File: src/rtl/multicycle_control_if.sv
// Bundle between the multicycle control unit and the datapath/memory.
//
// master modport : the control unit (takes en/opcode/funct/mem_ready,
//                  drives every control line plus status and debug state)
// slave modport  : the datapath side (the mirror image)
//
// Memory handshake: the control unit holds mem_read or mem_write high for
// as long as an access is pending; the access completes in the cycle where
// mem_ready is also high, and the unit moves on at the following edge.
// mem_ready is ignored in every cycle without a pending access.
interface multicycle_control_if #(
    parameter int OPCODE_W = 6,
    parameter int FUNCT_W  = 6,
    parameter int ALUCTL_W = 4,
    parameter int CNT_W    = 16
);
    logic                en;
    logic [OPCODE_W-1:0] opcode;
    logic [FUNCT_W-1:0]  funct;
    logic                mem_ready;

    logic                ir_write;
    logic                pc_write;
    logic                pc_write_cond;
    logic                branch_ne;
    logic [1:0]          pc_src;
    logic                iord;
    logic                mem_read;
    logic                mem_write;
    logic                reg_dst;
    logic                mem_to_reg;
    logic                reg_write;
    logic                alu_src_a;
    logic [1:0]          alu_src_b;
    logic [ALUCTL_W-1:0] alu_ctl;
    logic                instr_done;
    logic                illegal;
    logic [CNT_W-1:0]    instr_count;
    logic [3:0]          state;

    modport master (
        input  en, opcode, funct, mem_ready,
        output ir_write, pc_write, pc_write_cond, branch_ne, pc_src, iord,
               mem_read, mem_write, reg_dst, mem_to_reg, reg_write,
               alu_src_a, alu_src_b, alu_ctl, instr_done, illegal,
               instr_count, state
    );

    modport slave (
        output en, opcode, funct, mem_ready,
        input  ir_write, pc_write, pc_write_cond, branch_ne, pc_src, iord,
               mem_read, mem_write, reg_dst, mem_to_reg, reg_write,
               alu_src_a, alu_src_b, alu_ctl, instr_done, illegal,
               instr_count, state
    );
endinterface

File: src/rtl/multicycle_control.sv
// Multicycle control unit for the MIPS-subset CPU.
//
// A Moore FSM sequences fetch / decode / execute / memory / writeback and
// drives the datapath control lines and ALU control from the current state.
// The only input-gated outputs are ir_write/pc_write in FETCH and the end
// of an SW in MEM_WR, both qualified by mem_ready.
//
// Ports:
//   clk    - rising-edge clock
//   reset  - asynchronous, active-high; returns to IDLE, clears the retired
//            counter and the sticky illegal flag
//   bus    - multicycle_control_if.master: en, opcode, funct, mem_ready in;
//            all control lines, instr_done, illegal, instr_count, and the
//            4-bit debug state out
module multicycle_control #(
    parameter int OPCODE_W = 6,
    parameter int FUNCT_W  = 6,
    parameter int ALUCTL_W = 4,
    parameter int CNT_W    = 16
) (
    input  logic                  clk,
    input  logic                  reset,
    multicycle_control_if.master  bus
);
    localparam logic [3:0] S_IDLE     = 4'd0;
    localparam logic [3:0] S_FETCH    = 4'd1;
    localparam logic [3:0] S_DECODE   = 4'd2;
    localparam logic [3:0] S_EXEC_R   = 4'd3;
    localparam logic [3:0] S_R_WB     = 4'd4;
    localparam logic [3:0] S_EXEC_I   = 4'd5;
    localparam logic [3:0] S_I_WB     = 4'd6;
    localparam logic [3:0] S_MEM_ADDR = 4'd7;
    localparam logic [3:0] S_MEM_RD   = 4'd8;
    localparam logic [3:0] S_MEM_WB   = 4'd9;
    localparam logic [3:0] S_MEM_WR   = 4'd10;
    localparam logic [3:0] S_BRANCH   = 4'd11;
    localparam logic [3:0] S_JUMP     = 4'd12;
    localparam logic [3:0] S_HALT     = 4'd13;

    localparam logic [OPCODE_W-1:0] OP_RTYPE = OPCODE_W'(8'h00);
    localparam logic [OPCODE_W-1:0] OP_J     = OPCODE_W'(8'h02);
    localparam logic [OPCODE_W-1:0] OP_BEQ   = OPCODE_W'(8'h04);
    localparam logic [OPCODE_W-1:0] OP_BNE   = OPCODE_W'(8'h05);
    localparam logic [OPCODE_W-1:0] OP_ADDI  = OPCODE_W'(8'h08);
    localparam logic [OPCODE_W-1:0] OP_LW    = OPCODE_W'(8'h23);
    localparam logic [OPCODE_W-1:0] OP_SW    = OPCODE_W'(8'h2B);

    localparam logic [FUNCT_W-1:0] FN_ADD = FUNCT_W'(8'h20);
    localparam logic [FUNCT_W-1:0] FN_SUB = FUNCT_W'(8'h22);
    localparam logic [FUNCT_W-1:0] FN_AND = FUNCT_W'(8'h24);
    localparam logic [FUNCT_W-1:0] FN_OR  = FUNCT_W'(8'h25);
    localparam logic [FUNCT_W-1:0] FN_SLT = FUNCT_W'(8'h2A);

    localparam logic [ALUCTL_W-1:0] ALU_ADD = ALUCTL_W'(4'b0010);
    localparam logic [ALUCTL_W-1:0] ALU_SUB = ALUCTL_W'(4'b0110);
    localparam logic [ALUCTL_W-1:0] ALU_AND = ALUCTL_W'(4'b0000);
    localparam logic [ALUCTL_W-1:0] ALU_OR  = ALUCTL_W'(4'b0001);
    localparam logic [ALUCTL_W-1:0] ALU_SLT = ALUCTL_W'(4'b0111);

    logic [3:0]          state_q;
    logic [3:0]          state_d;
    logic [OPCODE_W-1:0] op_q;
    logic [FUNCT_W-1:0]  fn_q;
    logic [CNT_W-1:0]    cnt_q;
    logic                illegal_q;

    logic                instr_end;
    logic                funct_legal;
    logic [ALUCTL_W-1:0] alu_r;

    logic                ir_write;
    logic                pc_write;
    logic                pc_write_cond;
    logic                branch_ne;
    logic [1:0]          pc_src;
    logic                iord;
    logic                mem_read;
    logic                mem_write;
    logic                reg_dst;
    logic                mem_to_reg;
    logic                reg_write;
    logic                alu_src_a;
    logic [1:0]          alu_src_b;
    logic [ALUCTL_W-1:0] alu_ctl;

    // R-type ALU operation from the captured funct field.
    always_comb begin
        alu_r       = ALU_ADD;
        funct_legal = 1'b1;
        case (fn_q)
            FN_ADD:  alu_r = ALU_ADD;
            FN_SUB:  alu_r = ALU_SUB;
            FN_AND:  alu_r = ALU_AND;
            FN_OR:   alu_r = ALU_OR;
            FN_SLT:  alu_r = ALU_SLT;
            default: funct_legal = 1'b0;
        endcase
    end

    // Final cycle of an instruction; SW only finishes once the write lands.
    always_comb begin
        instr_end = (state_q == S_R_WB) || (state_q == S_I_WB) ||
                    (state_q == S_MEM_WB) || (state_q == S_BRANCH) ||
                    (state_q == S_JUMP) ||
                    ((state_q == S_MEM_WR) && bus.mem_ready);
    end

    always_comb begin
        state_d = state_q;
        case (state_q)
            S_IDLE:     if (bus.en) state_d = S_FETCH;
            S_FETCH:    if (bus.mem_ready) state_d = S_DECODE;
            S_DECODE: begin
                // Live opcode here: the captured copy loads on this same edge.
                case (bus.opcode)
                    OP_RTYPE:      state_d = S_EXEC_R;
                    OP_ADDI:       state_d = S_EXEC_I;
                    OP_LW, OP_SW:  state_d = S_MEM_ADDR;
                    OP_BEQ, OP_BNE: state_d = S_BRANCH;
                    OP_J:          state_d = S_JUMP;
                    default:       state_d = S_HALT;
                endcase
            end
            S_EXEC_R:   state_d = funct_legal ? S_R_WB : S_HALT;
            S_EXEC_I:   state_d = S_I_WB;
            S_MEM_ADDR: state_d = (op_q == OP_LW) ? S_MEM_RD : S_MEM_WR;
            S_MEM_RD:   if (bus.mem_ready) state_d = S_MEM_WB;
            S_HALT:     state_d = S_HALT;
            default:    state_d = state_q;
        endcase
        // en is only looked at between instructions, so a mid-instruction
        // drop lets the current one finish.
        if (instr_end) state_d = bus.en ? S_FETCH : S_IDLE;
    end

    always_ff @(posedge clk or posedge reset) begin
        if (reset) begin
            state_q   <= S_IDLE;
            cnt_q     <= '0;
            illegal_q <= 1'b0;
        end else begin
            state_q <= state_d;
            if (instr_end) cnt_q <= cnt_q + CNT_W'(1);
            if (state_d == S_HALT) illegal_q <= 1'b1;
        end
    end

    always_ff @(posedge clk or posedge reset) begin
        if (reset) begin
            op_q <= '0;
            fn_q <= '0;
        end else if (state_q == S_DECODE) begin
            op_q <= bus.opcode;
            fn_q <= bus.funct;
        end
    end

    // Moore decode of the control lines. IDLE and HALT fall into the default
    // and keep everything, including alu_ctl, at zero.
    always_comb begin
        ir_write      = 1'b0;
        pc_write      = 1'b0;
        pc_write_cond = 1'b0;
        branch_ne     = 1'b0;
        pc_src        = 2'b00;
        iord          = 1'b0;
        mem_read      = 1'b0;
        mem_write     = 1'b0;
        reg_dst       = 1'b0;
        mem_to_reg    = 1'b0;
        reg_write     = 1'b0;
        alu_src_a     = 1'b0;
        alu_src_b     = 2'b00;
        alu_ctl       = '0;
        case (state_q)
            S_FETCH: begin
                mem_read  = 1'b1;
                alu_src_b = 2'b01;
                alu_ctl   = ALU_ADD;
                ir_write  = bus.mem_ready;
                pc_write  = bus.mem_ready;
            end
            S_DECODE: begin
                alu_src_b = 2'b11;
                alu_ctl   = ALU_ADD;
            end
            S_EXEC_R: begin
                alu_src_a = 1'b1;
                alu_ctl   = alu_r;
            end
            S_R_WB: begin
                reg_dst   = 1'b1;
                reg_write = 1'b1;
                alu_ctl   = ALU_ADD;
            end
            S_EXEC_I, S_MEM_ADDR: begin
                alu_src_a = 1'b1;
                alu_src_b = 2'b10;
                alu_ctl   = ALU_ADD;
            end
            S_I_WB: begin
                reg_write = 1'b1;
                alu_ctl   = ALU_ADD;
            end
            S_MEM_RD: begin
                mem_read = 1'b1;
                iord     = 1'b1;
                alu_ctl  = ALU_ADD;
            end
            S_MEM_WB: begin
                mem_to_reg = 1'b1;
                reg_write  = 1'b1;
                alu_ctl    = ALU_ADD;
            end
            S_MEM_WR: begin
                mem_write = 1'b1;
                iord      = 1'b1;
                alu_ctl   = ALU_ADD;
            end
            S_BRANCH: begin
                alu_src_a     = 1'b1;
                alu_ctl       = ALU_SUB;
                pc_write_cond = 1'b1;
                pc_src        = 2'b01;
                branch_ne     = (op_q == OP_BNE);
            end
            S_JUMP: begin
                pc_write = 1'b1;
                pc_src   = 2'b10;
                alu_ctl  = ALU_ADD;
            end
            default: ;
        endcase
    end

    assign bus.ir_write      = ir_write;
    assign bus.pc_write      = pc_write;
    assign bus.pc_write_cond = pc_write_cond;
    assign bus.branch_ne     = branch_ne;
    assign bus.pc_src        = pc_src;
    assign bus.iord          = iord;
    assign bus.mem_read      = mem_read;
    assign bus.mem_write     = mem_write;
    assign bus.reg_dst       = reg_dst;
    assign bus.mem_to_reg    = mem_to_reg;
    assign bus.reg_write     = reg_write;
    assign bus.alu_src_a     = alu_src_a;
    assign bus.alu_src_b     = alu_src_b;
    assign bus.alu_ctl       = alu_ctl;
    assign bus.instr_done    = instr_end;
    assign bus.illegal       = illegal_q;
    assign bus.instr_count   = cnt_q;
    assign bus.state         = state_q;
endmodule

File: src/flat_wrapper.sv
// flat-port wrapper written by rule: the top's interface ports become plain ports
module multicycle_control_flat 
#(
    parameter int OPCODE_W = 6,
    parameter int FUNCT_W  = 6,
    parameter int ALUCTL_W = 4,
    parameter int CNT_W    = 16
)
  (clk, reset, bus_en, bus_opcode, bus_funct, bus_mem_ready, bus_ir_write, bus_pc_write, bus_pc_write_cond, bus_branch_ne, bus_pc_src, bus_iord, bus_mem_read, bus_mem_write, bus_reg_dst, bus_mem_to_reg, bus_reg_write, bus_alu_src_a, bus_alu_src_b, bus_alu_ctl, bus_instr_done, bus_illegal, bus_instr_count, bus_state);
  multicycle_control_if #(.OPCODE_W(OPCODE_W), .FUNCT_W(FUNCT_W), .ALUCTL_W(ALUCTL_W), .CNT_W(CNT_W)) bus_i ();
  input  logic clk;
  input  logic reset;
  input wire logic [$bits(bus_i.en)-1:0] bus_en;
  input wire logic [$bits(bus_i.opcode)-1:0] bus_opcode;
  input wire logic [$bits(bus_i.funct)-1:0] bus_funct;
  input wire logic [$bits(bus_i.mem_ready)-1:0] bus_mem_ready;
  output wire logic [$bits(bus_i.ir_write)-1:0] bus_ir_write;
  output wire logic [$bits(bus_i.pc_write)-1:0] bus_pc_write;
  output wire logic [$bits(bus_i.pc_write_cond)-1:0] bus_pc_write_cond;
  output wire logic [$bits(bus_i.branch_ne)-1:0] bus_branch_ne;
  output wire logic [$bits(bus_i.pc_src)-1:0] bus_pc_src;
  output wire logic [$bits(bus_i.iord)-1:0] bus_iord;
  output wire logic [$bits(bus_i.mem_read)-1:0] bus_mem_read;
  output wire logic [$bits(bus_i.mem_write)-1:0] bus_mem_write;
  output wire logic [$bits(bus_i.reg_dst)-1:0] bus_reg_dst;
  output wire logic [$bits(bus_i.mem_to_reg)-1:0] bus_mem_to_reg;
  output wire logic [$bits(bus_i.reg_write)-1:0] bus_reg_write;
  output wire logic [$bits(bus_i.alu_src_a)-1:0] bus_alu_src_a;
  output wire logic [$bits(bus_i.alu_src_b)-1:0] bus_alu_src_b;
  output wire logic [$bits(bus_i.alu_ctl)-1:0] bus_alu_ctl;
  output wire logic [$bits(bus_i.instr_done)-1:0] bus_instr_done;
  output wire logic [$bits(bus_i.illegal)-1:0] bus_illegal;
  output wire logic [$bits(bus_i.instr_count)-1:0] bus_instr_count;
  output wire logic [$bits(bus_i.state)-1:0] bus_state;
  assign bus_i.en = bus_en;
  assign bus_i.opcode = bus_opcode;
  assign bus_i.funct = bus_funct;
  assign bus_i.mem_ready = bus_mem_ready;
  assign bus_ir_write = bus_i.ir_write;
  assign bus_pc_write = bus_i.pc_write;
  assign bus_pc_write_cond = bus_i.pc_write_cond;
  assign bus_branch_ne = bus_i.branch_ne;
  assign bus_pc_src = bus_i.pc_src;
  assign bus_iord = bus_i.iord;
  assign bus_mem_read = bus_i.mem_read;
  assign bus_mem_write = bus_i.mem_write;
  assign bus_reg_dst = bus_i.reg_dst;
  assign bus_mem_to_reg = bus_i.mem_to_reg;
  assign bus_reg_write = bus_i.reg_write;
  assign bus_alu_src_a = bus_i.alu_src_a;
  assign bus_alu_src_b = bus_i.alu_src_b;
  assign bus_alu_ctl = bus_i.alu_ctl;
  assign bus_instr_done = bus_i.instr_done;
  assign bus_illegal = bus_i.illegal;
  assign bus_instr_count = bus_i.instr_count;
  assign bus_state = bus_i.state;
  multicycle_control #(.OPCODE_W(OPCODE_W), .FUNCT_W(FUNCT_W), .ALUCTL_W(ALUCTL_W), .CNT_W(CNT_W)) u_core (.clk(clk), .reset(reset), .bus(bus_i));
endmodule
File: config.mk
export PLATFORM = sky130hd
export DESIGN_NAME = multicycle_control_flat
export DESIGN_NICKNAME = d
export VERILOG_FILES = /design/src/rtl/multicycle_control_if.sv /design/src/rtl/multicycle_control.sv /design/src/flat_wrapper.sv
export SDC_FILE = /design/constraint.sdc
export NUM_CORES = 1
export LEC_CHECK = 0
export ABC_AREA = 1
export BUFFER_PORTS_ARGS = -buffer_cell sky130_fd_sc_hd__clkbuf_2
export CORE_UTILIZATION = 30
export DETAILED_ROUTE_END_ITERATION = 12
export PLACE_DENSITY = 0.61
export SLEW_MARGIN = 20
export SYNTH_ARGS = -nofsm -noshare
export SYNTH_HDL_FRONTEND = slang
export SYNTH_SLANG_ARGS = --single-unit
File: constraint.sdc
create_clock -name clk -period 2.9 [get_ports clk]
set_clock_uncertainty 0.15 [all_clocks]
set_input_delay 0 -clock clk [delete_from_list [all_inputs] [get_ports clk]]
set_output_delay 0 -clock clk [all_outputs]
set_load 0.02 [all_outputs]
Word-level counts from Yosys, hierarchy flattened
Cells that the tools add are included.
Cells by class
  add/subtract/negate cells: 1
  eq/ne operators: 27
  mux-type cells: 25
  reduce and logical (&&, ||, !) cells: 17
Operators by type and width (number)
  6-bit equality test (second input constant): 8
  4-bit one-hot mux with 8 select lines: 1
  4-bit equality test (second input constant): 7
  4-bit 2-to-1 mux: 5
  4-bit one-hot mux with 5 select lines: 1
  6-bit by 3-bit equality test with 1-bit output (second input constant): 3
  16-bit by 1-bit adder with 16-bit output (second input constant): 1
  4-bit by 3-bit equality test with 1-bit output (second input constant): 4
  1-bit 2-to-1 mux: 12
  3-bit one-hot mux with 4 select lines: 1
  10-bit OR reduction: 1
  2-bit OR reduction: 5
  3-bit one-hot mux with 3 select lines: 1
  4-bit by 2-bit equality test with 1-bit output (second input constant): 2
  6-bit by 2-bit equality test with 1-bit output (second input constant): 1
  6-bit by 4-bit equality test with 1-bit output (second input constant): 1
  6-bit logical NOT: 1
  2-bit one-hot mux with 3 select lines: 1
  1-bit logical OR: 5
  5-bit OR reduction: 1
  4-bit by 1-bit equality test with 1-bit output (second input constant): 1
  4-bit logical NOT: 1
  2-bit one-hot mux with 2 select lines: 1
  4-bit OR reduction: 1
  other kinds (4): 4
Word-level totals
  flip-flop bits (word level): 33
  input bits: 16
  output and inout bits: 41
  logic and storage cells: 75

Depth between registers and ports, before layout
  depth in word-level cells: 8
  depth in mapped cells: 14
  mapped depth without buffers: 13

Least setup slack after synthesis
No wires, ideal clock.
  path kind: register to register
  from: register u_core.state_q[0] (netlist: u_core.bus.state[0])
  to: register u_core.cnt_q[11] (netlist: u_core.bus.instr_count[11])
  setup time: 0.080 ns
  data arrival time: 1.693 ns
  data required time: 2.670 ns
  path slack: 0.977 ns
  cell stages (with the launch flop): 13
  path buffers: 2
  period minus slack after synthesis: 1.923 ns
  cells stage by stage: dfrtp_1 buf_4 inv_2 nand2_1 nor2_2 nand2_1 nand2_1 inv_2 nand2_4 buf_6 nand3_4 nor2_2 xor2_1
On the way
  longest elaborated chain between the ends: 6
  elaborated cells between the ends (all ways): 12
Ends and longest elaborated chain
  start: declaration: RTL line multicycle_control.sv:60  | logic [3:0] state_q;
  start signal: assignment: RTL line multicycle_control.sv:142  | state_q <= state_d;
  4-bit by 3-bit equality test with 1-bit output: RTL line multicycle_control.sv:102  | instr_end = (state_q == S_R_WB) || (state_q == S_I_WB) ||
  1-bit logical OR (2 in series): RTL line multicycle_control.sv:102
  1-bit logical OR (2 in series): RTL line multicycle_control.sv:103  | (state_q == S_MEM_WB) || (state_q == S_BRANCH) ||
  1-bit logical OR *: RTL line multicycle_control.sv:104  | (state_q == S_JUMP) ||
  net bus_instr_done: RTL line flat_wrapper.sv:31  | output wire logic [$bits(bus_i.instr_done)-1:0] bus_instr_done;
  end signal: assignment: RTL line multicycle_control.sv:143  | if (instr_end) cnt_q <= cnt_q + CNT_W'(1);
  end: declaration: RTL line multicycle_control.sv:64  | logic [CNT_W-1:0] cnt_q;
Mark *: on every way through the listed nets, which the timed path passes. The rest lies on a longest branch.
A chain may end at the register's enable or synchronous reset.

Final worst setup path
  from: register u_core.state_q[0] (netlist: u_core.bus.state[0])
  to: output bus_alu_ctl[0]
On the way
  longest elaborated chain between the ends: 3
  elaborated cells between the ends (all ways): 14
Ends and longest elaborated chain
  4-bit by 3-bit equality test with 1-bit output, or another cell as far along: RTL line multicycle_control.sv:175  | case (state_q)
  10-bit OR reduction (no line)
  3-bit one-hot mux with 3 select lines *: RTL line multicycle_control.sv:175
  end: declaration: RTL line flat_wrapper.sv:30  | output wire logic [$bits(bus_i.alu_ctl)-1:0] bus_alu_ctl;
Mark *: on every way between the ends. The rest lies on a longest branch, timed or not.

==> results_dict.tcl <==
set metrics [dict create \
    cts_hold_buf 14 \
    min_path_type "primary input to flip-flop" \
    postSynthCellCount 276 \
    mostFrequentLayoutCell "nand2_1" \
    post_cts_buffers 0 \
    power_frac_clock 0.172 \
    placed_cell_area_sq_mm 0.00232 \
    die_h_um 83.2 \
    cts_tree "done" \
    drc 0 \
    power_frac_seq 0.317 \
    drv_cap 0 \
    rsz0062_at_grt "no" \
    drive_gt1_frac 0.235 \
    clk_path_buf_depth 2 \
    crit_slowest_cell "dfrtp_1" \
    initial_core_util 0.312 \
    synth_area_sq_mm 0.00198 \
    endpoint_kind "output port" \
    p_comb_frac 0.511 \
    synth_edf_count 0 \
    cpPeakStageDelay_ns 0.58 \
    via_per_inst 4.54 \
    synth_top_area_share 0.417 \
    finalHoldViolations 0 \
    n_antenna_cell 0 \
    intPower_mw 1.34 \
    critical-path-top-delay-family "flip-flops" \
    crit_type "flip-flop to output port" \
    routed_wl_um 4860 \
    avgRoutedWirePerCell_um 11.4 \
    p_sw_mw 1.25 \
    hpwlAfterDp_um 3660 \
    synth_nets 293 \
    numCtsBuffers 5 \
    dieArea_sq_mm 0.00693 \
    synth_top_flop_cell "dfrtp_1" \
    cp.depth 5 \
    final_area_sq_mm 0.00258 \
    outcome "finished, final reports clean" \
    async_flop_share 1.00 \
    worstPathRequired_ns 2.75 \
    whs_ns 0.0676 \
    io_pins 57 \
    gr-total-overflow 0 \
    cts_sinks 33 \
    critical_path_buf_inv_count 2 \
    p_leak_nw 1.40 \
    root_buffer "clkbuf_8" \
    layout_common_cells "nand2_1, clkbuf_2, inv_1" \
    core-area_sq_mm 0.00635 \
    synth_warnings 0 \
    multi_input_area_sq_um 950 \
    min_period_over_period 0.734 \
    vias 1932 \
    fill_cells 681 \
    ys_top_cells_by_area "dfrtp_1, nand2_1, inv_1, nor2_1, o21ai_0" \
    cts_resized 0 \
    synth_seq_cells 33 \
    io_buffer_count 55 \
    htree_levels 2 \
    first_iter_violations 102 \
    avgSynthCellArea_sq_um 7.17 \
    place.gp.congestion 0.812 \
    dr.pass1.iters 4 \
    rows 29 \
    reg2regPathDepth 10 \
    p_sw_frac 0.484 \
    die_w_um 83.2 \
    grt_pass1_vias 1882 \
    setup_viol 0 \
    grt_first_pass_wirelength_um 8320 \
    vdd_ir_drop_max_v 0.000470 \
    p_per_area_mw_per_mm2 1000 \
    clk_pin_slew_ns 0.07 \
    maxSlewViolCount 0 \
    grt_max_degree 34 \
    finalSetupTns_ns 0 \
    hold_depth 6 \
    start_kind "flip-flop" \
    ff_latch_area_sq_um 826 \
    synth.distinct_cells 29 \
    fmax_ghz 0.470 \
    grt_usage 0.148 \
    grt_antenna_before_repair 0 \
    worstPathCellList "nand2_2 > nor2_1 > inv_1 > o32ai_1 > clkbuf_2" \
    arrival_ns 1.98 \
    ys_seq_area_frac 0.417 \
    area_delta_synth_final_pct 30.3 \
    fin_crit_ns 2.13 \
    yosysTopAreaCell "dfrtp_1" \
    clkLatencyLatePin_ns 0.28 \
    fin_nets 365 \
    crit_fanout 11 \
    antenna_left 0 \
]
cell families (layout without fill, tap and decap cells):
logic type | Yosys count | count (layout) | share of synthesized area
AO/OA/AOI/OAI | 24 | 24 | 0.0651
XOR/XNOR | 13 | 13 | 0.0575
adder cells (fa/ha/maj) | 1 | 1 | 0.00632
buffers and inverters | 49 | 122 | 0.103
flip-flops | 33 | 33 | 0.417
other | 1 | 1 | 0.00189
AND/OR/NAND/NOR | 155 | 155 | 0.349
cell type report:
class / instances / share of cell area
Multi-Input combinational cell: 194 / 0.368
Sequential cell: 33 / 0.320
Timing Repair Buffer: 71 / 0.167
Inverter: 43 / 0.0626
Tap cell: 77 / 0.0373
Clock buffer: 7 / 0.0335
Clock inverter: 1 / 0.0116
worst register-to-register path: stages, from the launching register on:
cell and delay [ns]:
dfrtp_1 0.58, inv_2 0.07, nor2_1 0.14, nand2_1 0.10, o21ai_2 0.09, nor2_2 0.07, nand2_4 0.16, nand2_1 0.12
nor2_1 0.14, nand2_1 0.08, xnor2_1 0.13
worst paths after layout:
| check | slack [ns] | start | to |
|---|---|---|---|
| worst max-delay path | 0.77 | u_core.bus.state[0] | bus_alu_ctl[0] |
| worst min-delay path | 0.07 | bus_mem_ready | u_core.bus.state[0] |
| worst max register to register | 0.95 | u_core.bus.state[0] | u_core.bus.instr_count[12] |
| worst min register to register | 0.33 | u_core.bus.illegal | u_core.bus.illegal |
| max in group asynchronous | 2.10 | reset | u_core.bus.state[2] |
| min in group asynchronous | 0.18 | reset | u_core.op_q[4] |
cells in the mapped netlist (2+ instances only):
| master | instances |
|---|---|
| nand3_1 | 13 |
| nor2_1 | 31 |
| nand2_1 | 85 |
| nor4_1 | 2 |
| xor2_1 | 10 |
| nand3b_1 | 3 |
| nand4_1 | 7 |
| inv_2 | 5 |
| a21oi_1 | 3 |
| inv_1 | 38 |
| nor3_1 | 2 |
| dfrtp_1 | 33 |
| buf_4 | 3 |
| nor2_2 | 7 |
| o21ai_0 | 18 |
| xnor2_1 | 3 |
power groups by stage:
stage / clock, mW / sequential, mW / combinational, mW
after global routing: 0.479 / 0.852 / 1.49
after global placement: 0 / 0.821 / 1.31
after floorplan: 0 / 0.872 / 0.911
final: 0.446 / 0.820 / 1.32
after detailed placement: 0 / 0.829 / 1.32
after CTS: 0.461 / 0.822 / 1.34
registers in the layout, summed over array words and instances, names as in the netlist:
register / flops
u_core.op_q: 6
u_core.bus.instr_count: 16
u_core.bus.state: 4
u_core.bus.illegal: 1
u_core.fn_q: 6
metal layers:
metal / routed length, um / track usage
met1: 2350 / 0.194
met2: 2180 / 0.239
met3: 242 / 0.0298
met4: 91 / 0.0564
met5: 0 / 0
through the flow:
stage	instances	util	total power [mW]	setup WS (ns)
after CTS	426	0.406	2.62	0.731
final	426	0.406	2.59	0.772
after floorplan	276	-	1.78	0.977
after global placement	404	0.366	2.14	1.00
after global routing	426	0.406	2.82	0.588
after detailed placement	404	0.366	2.15	0.963
(Power assumes the default switching activity.)
